--- src/rtl/fifo_burst_packer_pkg.sv ---
// Shared framing constants and FSM state type for the burst packer.
// Header = {HDR_MAGIC, zeros, seq}; trailer = {TRL_MAGIC, zeros, payload count}.
package fifo_burst_packer_pkg;

    localparam int MAGIC_W = 4;
    localparam int FIELD_W = 8;

    localparam logic [MAGIC_W-1:0] HDR_MAGIC = 4'hA;
    localparam logic [MAGIC_W-1:0] TRL_MAGIC = 4'h5;

    typedef enum logic [1:0] {
        S_IDLE = 2'd0,
        S_HDR  = 2'd1,
        S_PAY  = 2'd2,
        S_TRL  = 2'd3
    } state_t;

endpackage

--- src/rtl/fifo_burst_packer_buf.sv ---
// Small synchronous payload FIFO with show-ahead head, occupancy count,
// and legal same-cycle push/pop.
module fifo_burst_packer_buf #(
    parameter int WIDTH = 16,
    parameter int DEPTH = 4
) (
    input  logic                       clk,
    input  logic                       rst_n,
    input  logic                       push,
    input  logic [WIDTH-1:0]           push_data,
    input  logic                       pop,
    output logic [WIDTH-1:0]           head,
    output logic [$clog2(DEPTH):0]     count,
    output logic                       full,
    output logic                       empty
);

    localparam int AW = $clog2(DEPTH);
    localparam int CW = AW + 1;

    logic [WIDTH-1:0] mem [DEPTH];
    logic [AW-1:0]    wr_ptr;
    logic [AW-1:0]    rd_ptr;
    logic             do_push;
    logic             do_pop;

    assign empty   = (count == '0);
    assign full    = (count == CW'(DEPTH));
    assign do_pop  = pop && !empty;
    // A push into a full buffer is only accepted when a pop frees a slot this cycle.
    assign do_push = push && (!full || do_pop);
    assign head    = mem[rd_ptr];

    always_ff @(posedge clk) begin
        if (do_push) begin
            mem[wr_ptr] <= push_data;
        end
    end

    always_ff @(posedge clk or negedge rst_n) begin
        if (!rst_n) begin
            wr_ptr <= '0;
            rd_ptr <= '0;
            count  <= '0;
        end else begin
            if (do_push) begin
                wr_ptr <= wr_ptr + 1'b1;
            end
            if (do_pop) begin
                rd_ptr <= rd_ptr + 1'b1;
            end
            case ({do_push, do_pop})
                2'b10:   count <= count + 1'b1;
                2'b01:   count <= count - 1'b1;
                default: count <= count;
            endcase
        end
    end

endmodule

--- src/rtl/fifo_burst_packer.sv ---
// Pops words from an async FIFO read port and frames them as header,
// up to BURST_LEN payload words and trailer, closing partial bursts on an idle timeout.
module fifo_burst_packer
    import fifo_burst_packer_pkg::*;
#(
    parameter int DATA_WIDTH     = 16,
    parameter int BURST_LEN      = 8,
    parameter int TIMEOUT_CYCLES = 16,
    parameter int PBUF_DEPTH     = 4
) (
    input  logic                  rd_clk,
    input  logic                  rd_rst_n,
    input  logic [DATA_WIDTH-1:0] fifo_rd_data,
    input  logic                  fifo_rd_valid,
    input  logic                  fifo_empty,
    output logic                  fifo_rd_en,
    output logic [DATA_WIDTH-1:0] m_data,
    output logic                  m_valid,
    input  logic                  m_ready,
    output logic                  m_last,
    output logic                  ovf_err
);

    localparam int CW = $clog2(PBUF_DEPTH) + 1;
    localparam int IW = $clog2(TIMEOUT_CYCLES + 1);

    state_t               state;
    logic [FIELD_W-1:0]   seq;
    logic [FIELD_W-1:0]   pcount;
    logic [IW-1:0]        idle_cnt;
    logic                 inflight;
    logic                 run;

    logic [DATA_WIDTH-1:0] buf_head;
    logic [CW-1:0]         buf_count;
    logic                  buf_full;
    logic                  buf_empty;
    logic                  buf_pop;
    logic [CW:0]           occupancy;
    logic                  xfer;

    // run holds fifo_rd_en low while in reset and for the first cycle after release.
    assign occupancy  = (CW+1)'(buf_count) + (CW+1)'(inflight);
    assign fifo_rd_en = run && !fifo_empty && (occupancy < (CW+1)'(PBUF_DEPTH));
    assign xfer       = m_valid && m_ready;
    assign buf_pop    = (state == S_PAY) && xfer;

    fifo_burst_packer_buf #(
        .WIDTH (DATA_WIDTH),
        .DEPTH (PBUF_DEPTH)
    ) u_buf (
        .clk       (rd_clk),
        .rst_n     (rd_rst_n),
        .push      (fifo_rd_valid),
        .push_data (fifo_rd_data),
        .pop       (buf_pop),
        .head      (buf_head),
        .count     (buf_count),
        .full      (buf_full),
        .empty     (buf_empty)
    );

    always_comb begin
        m_valid = 1'b0;
        m_last  = 1'b0;
        m_data  = '0;
        case (state)
            S_HDR: begin
                m_valid = 1'b1;
                m_data[DATA_WIDTH-1 -: MAGIC_W] = HDR_MAGIC;
                m_data[FIELD_W-1:0]             = seq;
            end
            S_PAY: begin
                m_valid = !buf_empty;
                m_data  = buf_head;
            end
            S_TRL: begin
                m_valid = 1'b1;
                m_last  = 1'b1;
                m_data[DATA_WIDTH-1 -: MAGIC_W] = TRL_MAGIC;
                m_data[FIELD_W-1:0]             = pcount;
            end
            default: ;
        endcase
    end

    always_ff @(posedge rd_clk or negedge rd_rst_n) begin
        if (!rd_rst_n) begin
            state    <= S_IDLE;
            seq      <= '0;
            pcount   <= '0;
            idle_cnt <= '0;
            inflight <= 1'b0;
            run      <= 1'b0;
            ovf_err  <= 1'b0;
        end else begin
            run      <= 1'b1;
            inflight <= fifo_rd_en;
            if (fifo_rd_valid && (!inflight || (buf_full && !buf_pop))) begin
                ovf_err <= 1'b1;
            end
            case (state)
                S_IDLE: begin
                    idle_cnt <= '0;
                    if (!buf_empty) begin
                        state <= S_HDR;
                    end
                end
                S_HDR: begin
                    idle_cnt <= '0;
                    if (xfer) begin
                        pcount <= '0;
                        state  <= S_PAY;
                    end
                end
                S_PAY: begin
                    if (xfer) begin
                        idle_cnt <= '0;
                        pcount   <= pcount + 1'b1;
                        if (({1'b0, pcount} + 9'd1) == 9'(BURST_LEN)) begin
                            state <= S_TRL;
                        end
                    end else if (!buf_empty) begin
                        idle_cnt <= '0;
                    end else if (pcount != '0) begin
                        // Trailer follows the TIMEOUT_CYCLES-th consecutive empty cycle.
                        if (idle_cnt == IW'(TIMEOUT_CYCLES - 1)) begin
                            idle_cnt <= '0;
                            state    <= S_TRL;
                        end else begin
                            idle_cnt <= idle_cnt + 1'b1;
                        end
                    end
                end
                S_TRL: begin
                    idle_cnt <= '0;
                    if (xfer) begin
                        seq   <= seq + 1'b1;
                        state <= S_IDLE;
                    end
                end
                default: state <= S_IDLE;
            endcase
        end
    end

endmodule

--- config.mk ---
export PLATFORM = sky130hd
export DESIGN_NAME = fifo_burst_packer
export DESIGN_NICKNAME = d
export VERILOG_FILES = /design/src/rtl/fifo_burst_packer_pkg.sv /design/src/rtl/fifo_burst_packer_buf.sv /design/src/rtl/fifo_burst_packer.sv
export SDC_FILE = /design/constraint.sdc
export NUM_CORES = 1
export LEC_CHECK = 0
export CAP_MARGIN = 20
export CORE_MARGIN = 2
export CORE_UTILIZATION = 51
export DETAILED_ROUTE_END_ITERATION = 6
export GPL_TIMING_DRIVEN = 0
export HOLD_SLACK_MARGIN = 0.1
export PLACE_DENSITY = 0.82
export SLEW_MARGIN = 20
export SYNTH_ARGS = -nofsm -noshare
export SYNTH_HDL_FRONTEND = slang
export SYNTH_SLANG_ARGS = --single-unit
--- constraint.sdc ---
create_clock -name rd_clk -period 7 [get_ports rd_clk]
set_input_delay 1.4 -clock rd_clk [delete_from_list [all_inputs] [get_ports rd_clk]]
set_output_delay 1.4 -clock rd_clk [all_outputs]
set_load 0.1 [all_outputs]
==> run metrics, run 1 <==
status=finished, final reports clean; Synth async-reset ratio=0.3402; met2 wire length=4234 um; Diodes inserted=0; synth warn=0; LEAKAGE=1.988 nW; largest net degree at the start of global routing=19; clock skew=0.006692 ns; area leader, netlist=edfxtp_1; first-pass GRT wire length=13690 um; WS Path Type=flip-flop to primary output; Post-Syn Area=4452 um^2; DR top layer=met4; Max Slew Vio Count=0; critical path startpoint category=flip-flop; max_slew headroom=0.3387; die area=9493 um^2; endpoint class of the critical path=primary output; area share of the largest cell type after synthesis=0.4317; sequential fraction of the synthesis area=0.6172; DP Wirelength=5882 um; Final GP Congestion=0.8973; clock root cell=clkbuf_8; crit share post-route=0.6910; final WL=8502 um; via density per instance=5.799; fin crit period=4.837 ns; r2r setup slk=4.07 ns; First-pass DRT Iterations=5; CTS HTree Levels=3; Site Rows=34; clock tree from TritonCTS=done; Crit. Startpoint=state[0]; Distinct cells, synth=53; Clock Sink Count=97; clk buf depth=2; I/O Buffers=40; Met1 Routed Length=3801 um; total core area=8593 um^2; antenna viol nets, final=0; top post-synthesis cells by area=edfxtp_1 (43%), dfrtp_1 (19%), mux4_2 (8.1%); Synth Net Count=354; r2r startpoint=state[1]; power per cell area=466.7 nW/um^2; Die H=97.43 um; # fillers=675; layout cells sized above 1=0.1390; gr ovfl total=0; fmax=206.7 MHz; Total Routing Usage GR=0.1876; initial DRC count=181; initial antenna violation count=0; maxcap violations=0; dpl ws=2.275 ns; number of synthesized flops with an enable pin=64; DR vias=2795; CP required=5.60 ns; cells after synthesis=317; Avg Cell Area, Syn=14.04 um^2; Worst-Margin Slew=0.9888 ns; Routed WL per cell=17.64 um; Yosys reg bits=97; count leader, synth=edfxtp_1; total power=2.426 mW; DRC=0; # hold bufs at CTS=0; Hold Slack=0.4771 ns; area grow syn2layout=16.78%; peak supply drop=219.2 uV; Setup violations, final=0; vias in the first global route=2716; final hold violations=0; top cells by instance count after synthesis=edfxtp_1 (64), dfrtp_1 (33), nor2_1 (28), nand2_1 (23), mux4_2 (16); min-delay src=ovf_err; Die X=97.43 um; largest fanout on the critical path=10; met3 routed WL=338 um; ys flop type=edfxtp_1; unrepaired setup endpoints after global routing=no; Reg clk slew, reported paths=0.10 ns; setup bufs post-CTS=0; worst skew pair latency=0.36 ns; Resized Gates After CTS=0; I/O pin cnt=41; Initial Util=0.5181; crit path DAT=3.44 ns; fin worst setup slack=2.163 ns; final net count=406; min-delay worst type=flip-flop to flip-flop; cts bufs inserted=9; TNS Setup=0 ns
flip-flops by register name (all words and copies together) (netlist names), 2 cells and up:
name          flops
state             2
pcount            8
u_buf.wr_ptr      2
idle_cnt          5
seq               8
u_buf.rd_ptr      2
u_buf.mem        64
u_buf.count       3
cell type report:
cell class | instances | area, um^2 | share of cell area
multi-input cells | 195 | 1590 | 0.3059
plain buffers | 15 | 76.32 | 0.01468
clock inverters | 7 | 65.06 | 0.01252
repair buffers | 41 | 422.9 | 0.08135
well taps | 108 | 135.1 | 0.02599
inverters | 10 | 37.54 | 0.007220
clock buffers | 9 | 123.9 | 0.02383
flip-flops and latches | 97 | 2748 | 0.5285
stage by stage:
stage          std cells    util  instance area (um^2)
6_report             482  0.6050                  5199
2_1_floorplan        317       -                  4452
3_3_place_gp         465  0.5804                  4987
4_1_cts              482  0.6050                  5199
5_1_grt              482  0.6050                  5199
3_5_place_dp         466  0.5830                  5010
cells in the final DEF (no fill, tap or decap), types with 10 or more instances in the layout:
| cell type | n |
|---|---|
| dfrtp_1 | 33 |
| nand2_1 | 23 |
| edfxtp_1 | 64 |
| mux4_2 | 16 |
| a21oi_1 | 11 |
| o21ai_0 | 14 |
| clkdlybuf4s50_1 | 39 |
| nand3_1 | 11 |
| ha_1 | 15 |
| nor2_1 | 28 |
| inv_1 | 10 |
metal layers:
layer / global-route usage / up-vias
li1: - / 1292
met1: 0.2552 / 1423
met2: 0.3003 / 71
met3: 0.03165 / 9
met4: 0.08226 / 0
met5: 0 / -
final timing paths:
path	end	cells after the start
worst max-delay path	m_valid	7
worst min-delay path	ovf_err	1
worst max register to register	u_buf.count[2]	11
worst min register to register	ovf_err	1
max in group asynchronous	u_buf.wr_ptr[0]	2
min in group asynchronous	pcount[6]	1
critical path: stages (launching register included):
cell and delay (ns):
dfrtp_1 0.43, inv_1 0.14, ha_1 0.25, clkbuf_1 0.36, clkbuf_1 0.42, nand2_1 0.11
a21oi_1 0.21, clkdlybuf4s50_1 1.17
cell families after synthesis:
| kind of cell | Yosys count | synth area share |
|---|---|---|
| AND/OR/NAND/NOR | 94 | 0.1091 |
| buffers and inverters | 25 | 0.02558 |
| multiplexers | 20 | 0.09134 |
| flip-flops | 97 | 0.6172 |
| other | 1 | 0.0008424 |
| XOR/XNOR | 15 | 0.02951 |
| AO/OA/AOI/OAI | 49 | 0.07982 |
| adder cells (fa/ha/maj) | 16 | 0.04666 |
power by group:
group	switching, mW	internal, mW
logic	0.867	0.393
clock network	0.207	0.136
registers	0.0791	0.745
total	1.15	1.27
Power figures use the tool's default switching activity.
==> run 2, diff against run 1 <==
--- a/config.mk
+++ b/config.mk
@@ -11,7 +11,7 @@
 export DETAILED_ROUTE_END_ITERATION = 6
 export GPL_TIMING_DRIVEN = 0
 export HOLD_SLACK_MARGIN = 0.1
-export PLACE_DENSITY = 0.82
+export PLACE_DENSITY = 0.85
 export SLEW_MARGIN = 20
 export SYNTH_ARGS = -nofsm -noshare
 export SYNTH_HDL_FRONTEND = slang
==> constraint.sdc (replaced) <==
create_clock -name rd_clk -period 4 [get_ports rd_clk]
set_input_delay 0.8 -clock rd_clk [delete_from_list [all_inputs] [get_ports rd_clk]]
set_output_delay 0.8 -clock rd_clk [all_outputs]
set_load 0.1 [all_outputs]
==> run 2 against run 1 <==
  * Combinational power grew 69%
  * First-iteration DRC count down 3.3%
  * Sequential cell count did not move
  * Non-clock buffer count unchanged
  * Total power rose by 74%
  * Wire length down 2.2%
  * Clock power up 91%
  * Global-route usage fell by 0.12 points
  * Die area unchanged
  * Largest power group unchanged
==> run metrics, run 2 (synthesized netlist as in run 1, its figures left out) <==
# fillers=630 (-6.7%); Max Slew Vio Count=0 (unchanged); fin crit period=3.826 ns; DR vias=2757 (-1.4%); Site Rows=34 (unchanged); r2r setup slk=1.11 ns (-2.96 ns); Crit. Startpoint=state[0]; final WL=8319 um (-2.2%); worst skew pair latency=0.36 ns (about the same); power per cell area=814.6 nW/um^2 (+75%); Worst path slowest cell=dlygate4sd2_1; endpoint class of the critical path=primary output; die area=9493 um^2 (unchanged); largest fanout on the critical path=10 (unchanged); CTS HTree Levels=3 (unchanged); Routed WL per cell=17.26 um (-2.2%); max reg flops=64 (unchanged); final net count=406 (unchanged); WS Path Type=flip-flop to primary output; largest net degree at the start of global routing=20 (+1); crit path DAT=3.03 ns (-0.41 ns); antenna viol nets, final=0 (unchanged); Final GP Congestion=0.8076 (-10%); DP Wirelength=6000 um (+2.0%); min-delay worst type=primary input to async pin; Die X=97.43 um (unchanged); combinational power share=0.504 (-0.015); via density per instance=5.720 (-1.4%); Total Routing Usage GR=0.1864 (-0.001151); I/O pin cnt=41 (unchanged); critical path startpoint category=flip-flop; max_slew headroom=0.3476 (+0.008881); peak supply drop=499.5 uV (+130%); # hold bufs at CTS=0 (unchanged); Net Sw Power=1.991 mW (+73%); first-pass GRT wire length=13900 um (+1.6%); Worst path most repeated cell=clkbuf_1; DRC=0 (unchanged); terminus of the critical flop-to-flop path=u_buf.count[2]; r2r startpoint=state[1]; Seq pwr share=0.341 (about the same); initial DRC count=175 (-3.3%); clock tree from TritonCTS=done; Clock Sink Count=97 (unchanged); sw frac=0.4710 (-0.004152); Final Core Density=0.6038 (-0.001165); layout cells sized above 1=0.1524 (+0.01337); Diodes inserted=0 (unchanged); I/O Buffers=40 (unchanged); fmax=261.4 MHz; maxcap violations=0 (unchanged); Reg2Reg Depth=11 (unchanged); Worst-Margin Slew=0.9755 ns (-0.01328 ns); Initial Util=0.5181 (unchanged); critical-path cell list=inv_1, ha_1, clkbuf_1, clkbuf_1, and2_1, dlygate4sd2_1; Setup crit end=m_data[11]; cts bufs inserted=9 (unchanged); status=finished, final reports clean; TNS Setup=0 ns (unchanged); Reg clk slew, reported paths=0.10 ns (about the same); crit share post-route=0.9564; placed cells=466 (unchanged); area grow syn2layout=16.55%; gr ovfl total=0 (unchanged); LEAKAGE=2.021 nW (+1.7%); total core area=8593 um^2 (unchanged); dpl cell area=5010 um^2 (unchanged); First-pass DRT Iterations=5 (unchanged); unrepaired setup endpoints after global routing=no; most common cell after layout, fill and taps aside=edfxtp_1; Clock power frac=0.155 (+0.014); Setup violations, final=0 (unchanged); Finished Layout Cells=482 (unchanged); vias in the first global route=2805 (+3.3%); initial antenna violation count=0 (unchanged); CP peak stage delay=0.86 ns (-0.31 ns); clock skew=0.009147 ns (+0.002455 ns); clock root cell=clkbuf_8; Top Registers=u_buf.mem: 64 flops, pcount: 8 flops, seq: 8 flops; commonest non-fill, non-tap cells in the layout=edfxtp_1 (64), dfrtp_1 (33), nor2_1 (28), clkdlybuf4s50_1 (28), nand2_1 (23); clk buf depth=2 (unchanged); internal power=2.236 mW (+76%); Die H=97.43 um (unchanged); largest reg by FF count=u_buf.mem; post-route cell area=5189 um^2 (-0.19%); final hold violations=0 (unchanged); Hold Slack=0.3496 ns (-0.1275 ns); CP required=3.20 ns (-2.40 ns)
-- run 2: changes by cell type in the layout (fill, tap and decap cells not counted), sizes merged --
cell           change
bufinv             +1
dlygate4sd2        +2
clkdlybuf4s15      +3
clkdlybuf4s50     -11
clkbuf             +6
clkinv             -3
clkinvlp           +1
dlymetal6s2s       +1
-- run 2: what timing repair did --
action                                  4_1_cts  5_1_grt
endpoints found under the setup margin       10        9
buffers inserted                              0        0
resized for setup                            10       14
pin swaps                                     0        0
-- run 2: layout make-up --
cell class	instances	area [um^2]	share of cell area
plain buffers	15	76.32	0.01471
clock buffers	10	127.6	0.02460
clock inverters	6	76.32	0.01471
inverters	10	37.54	0.007234
multi-input cells	195	1590	0.3065
flip-flops and latches	97	2748	0.5295
well taps	108	135.1	0.02604
repair buffers	41	397.9	0.07668
-- run 2: power by group through the flow --
stage               Combinational (mW)  Clock (mW)  Sequential, mW
finish                            2.13       0.654            1.44
detailed placement                2.20           0            1.46
global placement                  2.14           0            1.44
global route                      2.27       0.701            1.47
floorplan                         1.71           0            1.42
CTS                               2.15       0.662            1.44
-- run 2: per-layer routing --
layer | vias to the layer above | routed length, um | global-route usage
met4 | 0 | 113 | 0.06838
met3 | 13 | 385 | 0.03957
met1 | 1370 | 3527 | 0.2391
met2 | 77 | 4293 | 0.3151
met5 | - | 0 | 0
li1 | 1297 | - | -
-- run 2: worst min path at each step --
stage	end	slack, ns	start
detailed placement	ovf_err	0.45	ovf_err
global placement	ovf_err	0.44	ovf_err
CTS	pcount[4]	0.34	rd_rst_n
floorplan	seq[7]	0.45	seq[7]
global route	pcount[4]	0.35	rd_rst_n
finish	pcount[4]	0.35	rd_rst_n
-- run 2: worst max-delay path: cells and delay by family, from the launching register on --
kind,cells,cell delay (ns)
buf+inv,4,1.80
flops,1,0.43
fa+ha+maj,1,0.24
simple gates,1,0.20
-- run 2: per-stage QoR --
step	power [mW]	setup WS, ns
after global routing	4.436	0.01126
after floorplan	3.129	0.1063
final	4.227	0.1744
after global placement	3.582	0.2326
after CTS	4.256	0.07379
after detailed placement	3.661	0.1969
